### src/rtl/period_meter.sv
// Measures the clk-cycle distance between consecutive rising edges of pulse_in,
// with a 1-cycle valid strobe per measurement and a timeout strobe on loss of edges.
module period_meter #(
    parameter int unsigned PERIOD_MAX  = 27000001,
    parameter int unsigned MIN_PERIOD  = 1,
    parameter int unsigned SYNC_STAGES = 2,
    localparam int unsigned W = $clog2(PERIOD_MAX + 1)
) (
    input  logic         clk,
    input  logic         rst_n,
    input  logic         pulse_in,
    output logic [W-1:0] period,
    output logic         period_valid,
    output logic         timeout,
    output logic         locked
);

    localparam logic [1:0] ST_IDLE    = 2'd0;
    localparam logic [1:0] ST_MEASURE = 2'd1;
    localparam logic [1:0] ST_TIMEOUT = 2'd2;

    localparam logic [W-1:0] CNT_ONE = W'(1);
    localparam logic [W-1:0] CNT_MAX = W'(PERIOD_MAX);
    localparam logic [W-1:0] CNT_MIN = W'(MIN_PERIOD);

    logic       s_c;
    logic       rise_c;
    logic       s_d_q;
    logic       s_d_d;

    logic [1:0]   state_q;
    logic [1:0]   state_d;
    logic [W-1:0] cnt_q;
    logic [W-1:0] cnt_d;
    logic [W-1:0] period_q;
    logic [W-1:0] period_d;
    logic         period_valid_q;
    logic         period_valid_d;
    logic         timeout_q;
    logic         timeout_d;
    logic         locked_q;
    logic         locked_d;

    // Input synchronizer; bypassed when pulse_in is already in the clk domain.
    generate
        if (SYNC_STAGES == 0) begin : g_nosync
            assign s_c = pulse_in;
        end else begin : g_sync
            logic [SYNC_STAGES-1:0] sync_q;
            logic [SYNC_STAGES-1:0] sync_d;

            always_comb begin
                sync_d    = sync_q;
                sync_d[0] = pulse_in;
                for (int i = 1; i < int'(SYNC_STAGES); i++) begin
                    sync_d[i] = sync_q[i-1];
                end
            end

            always_ff @(posedge clk) begin
                if (!rst_n) begin
                    sync_q <= '0;
                end else begin
                    sync_q <= sync_d;
                end
            end

            assign s_c = sync_q[SYNC_STAGES-1];
        end
    endgenerate

    // Edge history cleared by reset, so a level held high across release counts once.
    always_comb begin
        s_d_d  = s_c;
        rise_c = s_c & ~s_d_q;
    end

    // Next-state, counter and output logic.
    always_comb begin
        state_d        = state_q;
        cnt_d          = cnt_q;
        period_d       = period_q;
        period_valid_d = 1'b0;
        timeout_d      = 1'b0;
        locked_d       = locked_q;

        case (state_q)
            ST_IDLE, ST_TIMEOUT: begin
                if (rise_c) begin
                    state_d = ST_MEASURE;
                    cnt_d   = CNT_ONE;
                end
            end
            ST_MEASURE: begin
                // An accepted edge wins over the saturation cycle.
                if (rise_c && (cnt_q >= CNT_MIN)) begin
                    period_d       = cnt_q;
                    period_valid_d = 1'b1;
                    locked_d       = 1'b1;
                    cnt_d          = CNT_ONE;
                end else if (cnt_q == CNT_MAX) begin
                    state_d   = ST_TIMEOUT;
                    timeout_d = 1'b1;
                    locked_d  = 1'b0;
                end else begin
                    cnt_d = cnt_q + CNT_ONE;
                end
            end
            default: begin
                state_d = ST_IDLE;
            end
        endcase
    end

    always_ff @(posedge clk) begin
        if (!rst_n) begin
            s_d_q          <= 1'b0;
            state_q        <= ST_IDLE;
            cnt_q          <= '0;
            period_q       <= '0;
            period_valid_q <= 1'b0;
            timeout_q      <= 1'b0;
            locked_q       <= 1'b0;
        end else begin
            s_d_q          <= s_d_d;
            state_q        <= state_d;
            cnt_q          <= cnt_d;
            period_q       <= period_d;
            period_valid_q <= period_valid_d;
            timeout_q      <= timeout_d;
            locked_q       <= locked_d;
        end
    end

    assign period       = period_q;
    assign period_valid = period_valid_q;
    assign timeout      = timeout_q;
    assign locked       = locked_q;

endmodule

### config.mk
export PLATFORM = sky130hd
export DESIGN_NAME = period_meter
export DESIGN_NICKNAME = d
export VERILOG_FILES = /design/src/rtl/period_meter.sv
export SDC_FILE = /design/constraint.sdc
export NUM_CORES = 1
export LEC_CHECK = 0
export BUFFER_PORTS_ARGS = -buffer_cell sky130_fd_sc_hd__buf_2
export CORE_MARGIN = 5
export CORE_UTILIZATION = 52
export DETAILED_ROUTE_END_ITERATION = 8
export PLACE_DENSITY = 0.75
export SETUP_SLACK_MARGIN = 0.5
export SLEW_MARGIN = 20
export SYNTH_ARGS = -nofsm -noshare
export SYNTH_HDL_FRONTEND = slang
export SYNTH_SLANG_ARGS = --single-unit
export TNS_END_PERCENT = 30
### constraint.sdc
create_clock -name clk -period 2.3 [get_ports clk]
set_input_delay 0.345 -clock clk [delete_from_list [all_inputs] [get_ports clk]]
set_output_delay 0.345 -clock clk [all_outputs]
set_load 0.05 [all_outputs]
==> metrics.csv, run 1 <==
metric;value;unit
status;finished with violations;
failing checks;negative setup slack;
mean routed wirelength per cell;18.3;um
first-pass GRT wire length;13100;um
Top delay family on crit path;simple AND/OR/NAND/NOR gates;
Pleak;1.40;nW
unrepaired setup endpoints after global routing;true;
Max Root-Sink Buffers;2;
initial antenna violation count;0;
final WL;8410;um
Post-synth ARST share;0;%
layout cells sized above 1;32.9;%
Final nets;392;
Num CTS Buffers;9;
Cell Chain, Critical Path;or4_4 -> and4bb_2 -> a211oi_4 -> or3_4 -> or4_4 -> nand2_2;
chip width;80.6;um
Pre-antenna DRT Iters;5;
CP Buf/Inv Count;0;
Arrival @ worst endpoint;2600;ps
die area;0.00649;sq mm
Ys Warns;0;
pin count of the biggest net entering global routing;38;
Starting Density;54.1;%
power density cells;617;mW/mm^2
skew final;8.22;ps
IO buf count;30;
H-tree depth;3;
Critical Path Fanout Max;6;
cell mode on critical path;or4_4;
CTS tree;yes;
CP endpoint kind;flop;
final core utilization;74.9;%
Max IR drop VDD;0.507;mV
vias in the first global route;2697;
First DRT Iteration DRCs;305;
total global routing overflow;0;
Setup Viol. Count Final;2;
fmax;430;MHz
crit path max-delay cell type;or4_4;
critical path class;flop to flop;
gpl congestion;0.920;
core area;0.00479;sq mm
crit path launch type;flop;
boundary pin count;31;
# DRC;0;
Post-DP HPWL;5220;um
min cycle time layout;2320;ps
Total Routing Usage GR;26.6;%
Synth Instances;316;
CTS Root Cell;clkbuf_8;
worst slew pin tran;735;ps
Mean Syn Cell Area;8.19;sq um
CTS clock-pin slew for the worst setup and hold paths;60;ps
clk sinks;58;
Final Max Tran Viols;0;
row count;25;
sequential fraction of the synthesis area;44.9;%
Setup WS post-layout;-23.0;ps
Die Span Y;80.6;um
EDFF count, synth;0;
crit share post-route;101;%
top cells by area, synth;dfxtp_1 (45%), a21oi_1 (7.5%), nand3_1 (7.3%);
top_reg_cell synth;dfxtp_1;
Synth cell types;40;
Yosys reg bits;58;
final antenna diode count;0;
vias per cell;6.26;
final hold violation count;0;
Synth-to-Final Area Change;38.5;%
worst-skew pair later-pin latency;340;ps
Worst slew margin;50.8;%
Design Power;2.21;mW
syn nets;321;
CP peak stage delay;520;ps
area leader, netlist;dfxtp_1;
via count;2874;
Yosys top cell area share;44.9;%
max cap viols;0;
Final ANT Viol Nets;0;
Hold/Removal Path Class;input pin to flop;
Crit path required time;2580;ps
Syn Std Cell Area;0.00259;sq mm
-- area by class of cell --
type | count | area, sq um
timing repair buffer | 77 | 607
tap | 67 | 83.8
multi-input combinational | 238 | 1520
fill | 372 | 1200
clock buffer | 11 | 141
sequential | 58 | 1170
clock inverter | 5 | 53.8
inverter | 3 | 11.3
-- path summary, 6_finish.rpt --
check	start	to	slack [ps]	cells after the start
min reg2reg	g_sync.sync_q[0]	g_sync.sync_q[1]	450	1
max	cnt_q[18]	cnt_q[4]	-20	6
max reg2reg	cnt_q[18]	cnt_q[4]	-20	6
min	pulse_in	g_sync.sync_q[0]	220	2
-- layer usage --
layer  part of all wire [%]  GRT usage [%]  wire, um
met1                     38           30.8      3160
met2                     51           45.4      4280
met3                    8.3           7.85       698
met4                    3.3           11.5       278
met5                      0              0         0
-- synth_stat cells, types with 5 or more instances --
cell type	instances
a21oi_1	39
and2_1	5
and3_1	6
and4_1	5
clkbuf_1	15
dfxtp_1	58
nand2_1	50
nand3_1	38
nand4_1	6
nor2_1	14
nor3_1	6
nor4_1	6
o211ai_1	7
o21ai_0	5
or4_1	13
-- layout by cell type, fill, tap and decap left out, drive strengths merged, types with 3 or more instances in the layout --
cell type / instances
clkinv: 4
nand2: 52
nor4: 6
a21oi: 39
o31ai: 4
and4: 5
and3: 6
nor2: 14
clkbuf: 13
buf: 74
dfxtp: 58
or3: 4
o211ai: 7
xor2: 3
nand2b: 3
nand3: 38
nand4: 6
inv: 3
and2: 5
nor3: 8
or4: 13
o21ai: 5
-- sequential cells by signal (all words and copies together) (netlist names) --
signal	count
locked	1
period_valid	1
period	25
s_d_q	1
cnt_q	25
timeout	1
state_q	2
g_sync.sync_q	2
-- metrics by stage --
stage | hold slack (ps) | cell area (sq um) | cells | worst slack (ps) | TNS [ps]
2_1_floorplan | 412 | 2620 | 316 | -9.86 | -49.3
3_3_place_gp | 427 | 3070 | 431 | 1.32 | 0
3_5_place_dp | 441 | 3070 | 431 | -75.5 | -131
4_1_cts | 216 | 3410 | 454 | -17.2 | -27.6
5_1_grt | 224 | 3580 | 459 | -105 | -718
6_report | 218 | 3580 | 459 | -23.0 | -24.8
-- worst register-to-register path: cells and delay by family, from the launching register on --
kind | cells | cell delay (ps)
AO/OA/AOI/OAI | 1 | 90
flip-flops | 1 | 320
AND/OR/NAND/NOR | 5 | 1860
-- power breakdown --
| part | internal [mW] | switching (mW) |
|---|---|---|
| Combinational | 0.112 | 0.154 |
| Clock | 0.526 | 0.404 |
| Sequential | 1.01 | 0.00383 |
-- timing repair --
action                                  in CTS  in global routing
setup buffers                                4                  2
gates resized for setup                     18                 26
gates cloned                                 3                  3
hold buffers                                 0                  0
pin swaps                                   13                 13
endpoints found under the setup margin      55                 55
-- cells by family after synthesis --
| family | after synthesis | share of synthesized area, % |
|---|---|---|
| AND/OR/NAND/NOR | 162 | 33.1 |
| AO/OA/AOI/OAI | 67 | 15.8 |
| flip-flops | 58 | 44.9 |
| buffers and inverters | 23 | 3.91 |
| XOR/XNOR | 3 | 1.02 |
| adder cells (fa/ha/maj) | 2 | 0.966 |
| multiplexers | 1 | 0.387 |
Power figures use the tool's default switching activity.
==> inputs of run 2 (changes only) <==
--- a/config.mk
+++ b/config.mk
@@ -10,6 +10,7 @@
 export CORE_UTILIZATION = 52
 export DETAILED_ROUTE_END_ITERATION = 8
 export PLACE_DENSITY = 0.75
+export REMOVE_ABC_BUFFERS = 1
 export SETUP_SLACK_MARGIN = 0.5
 export SLEW_MARGIN = 20
 export SYNTH_ARGS = -nofsm -noshare
==> metrics.csv, run 2 (same netlist as run 1, synthesis figures left out) <==
metric;value;unit
final antenna diode count;0;
Post-DP HPWL;4860;um
CTS tree;yes;
most frequent cells in the layout;dfxtp_1 (51), buf_4 (35), buf_2 (31);
total global routing overflow;0;
commonest non-fill, non-tap cell in the layout;dfxtp_1;
min cycle time layout;2350;ps
vias in the first global route;2428;
failing checks;negative setup slack;
row count;25;
H-tree depth;3;
dpl ws;-15.5;ps
max cap viols;0;
Max IR drop VDD;0.612;mV
# fillers;242;
# DRC;0;
Setup Viol. Count Final;10;
CTS Root Cell;clkbuf_8;
First DRT Iteration DRCs;467;
clk sinks;58;
gpl congestion;0.936;
critical path class;flop to flop;
r2r setup slk;-50;ps
crit path launch type;flop;
worst-skew pair later-pin latency;340;ps
crit share post-route;102;%
fmax;426;MHz
r2r startpoint;cnt_q[7];
mean routed wirelength per cell;21.2;um
Worst slew margin;54.2;%
Final ANT Viol Nets;0;
pin count of the biggest net entering global routing;39;
Max Root-Sink Buffers;2;
Final Max Tran Viols;0;
Final nets;398;
skew final;5.56;ps
R2R Path End;cnt_q[5];
vias per cell;6.61;
Num CTS Buffers;9;
power density cells;526;mW/mm^2
chip width;80.6;um
core area;0.00479;sq mm
Setup WS post-layout;-49.0;ps
Hold/Removal Path Class;input pin to flop;
Total Routing Usage GR;24.5;%
unrepaired setup endpoints after global routing;true;
final WL;9850;um
first-pass GRT wire length;12000;um
CTS Hold Bufs;0;
Die Span Y;80.6;um
Starting Density;54.1;%
post-route cell area;0.00406;sq mm
boundary pin count;31;
CP endpoint kind;flop;
Crit path required time;2580;ps
Arrival @ worst endpoint;2630;ps
Synth-to-Final Area Change;56.9;%
Critical Path Fanout Max;13;
Critical Path Start;cnt_q[7];
Pre-antenna DRT Iters;6;
die area;0.00649;sq mm
crit path to;cnt_q[5];
FF-to-FF path depth;9;
DP Area;0.00304;sq mm
final hold violation count;0;
Pleak;1.49;nW
CTS clock-pin slew for the worst setup and hold paths;70;ps
status;finished with violations;
initial antenna violation count;0;
via count;3074;
IO buf count;30;
layout cells sized above 1;50.5;%
worst slew pin tran;687;ps
==> run 2: final cells by class <==
cell class | count | area (sq um) | share of cell area, %
clock buffer | 13 | 149 | 3.67
clock inverter | 3 | 15.0 | 0.370
tap | 67 | 83.8 | 2.06
multi-input combinational | 236 | 1880 | 46.4
inverter | 3 | 11.3 | 0.277
timing repair buffer | 85 | 748 | 18.4
sequential | 58 | 1170 | 28.8
==> run 2: metrics by stage <==
stage          total power [mW]  utilization (%)  setup TNS, ps  instances  hold WS, ps
2_1_floorplan              1.13                -         -29380        296          412
3_3_place_gp               1.21             63.6         -0.278        430          418
3_5_place_dp               1.22             63.6          -43.7        430          429
4_1_cts                    2.04             70.0              0        451          215
5_1_grt                    2.20             84.9          -1160        465          238
6_report                   2.14             84.9           -289        465          214
==> run 2: critical path, stage by stage (launching register included) <==
cell and delay (ps):
dfxtp_1 500, nor4_1 120, and4_4 190, a211oi_4 310, buf_6 180, nor3_4 50, buf_6 130, buf_12 130
or4_4 520, a21oi_2 130
==> run 2: what timing repair did <==
item | CTS | global route
resized for setup | 13 | 143
pin swaps | 8 | 65
gates cloned | 3 | 4
endpoints found under the hold margin | 0 | 0
setup buffers | 2 | 10
setup endpoints to repair | 55 | 55
==> run 2: metal layers <==
metal | vias to the layer above | track usage (%) | routed length (um)
li1 | 1323 | - | -
met1 | 1452 | 31.0 | 3640
met2 | 229 | 39.7 | 4580
met3 | 70 | 4.26 | 976
met4 | 0 | 12.5 | 650
met5 | - | 0 | 0
==> run 2: worst min path at each step <==
stage	depth (start not counted)	to	start
finish	2	g_sync.sync_q[0]	pulse_in
global route	2	g_sync.sync_q[0]	pulse_in
CTS	2	g_sync.sync_q[0]	pulse_in
detailed placement	1	g_sync.sync_q[1]	g_sync.sync_q[0]
global placement	1	g_sync.sync_q[1]	g_sync.sync_q[0]
floorplan	1	g_sync.sync_q[1]	g_sync.sync_q[0]
==> run 2: where the power goes <==
part	switching (mW)	internal (mW)
registers	0.00460	1.01
logic	0.182	0.126
clock network	0.399	0.416
total	0.585	1.55
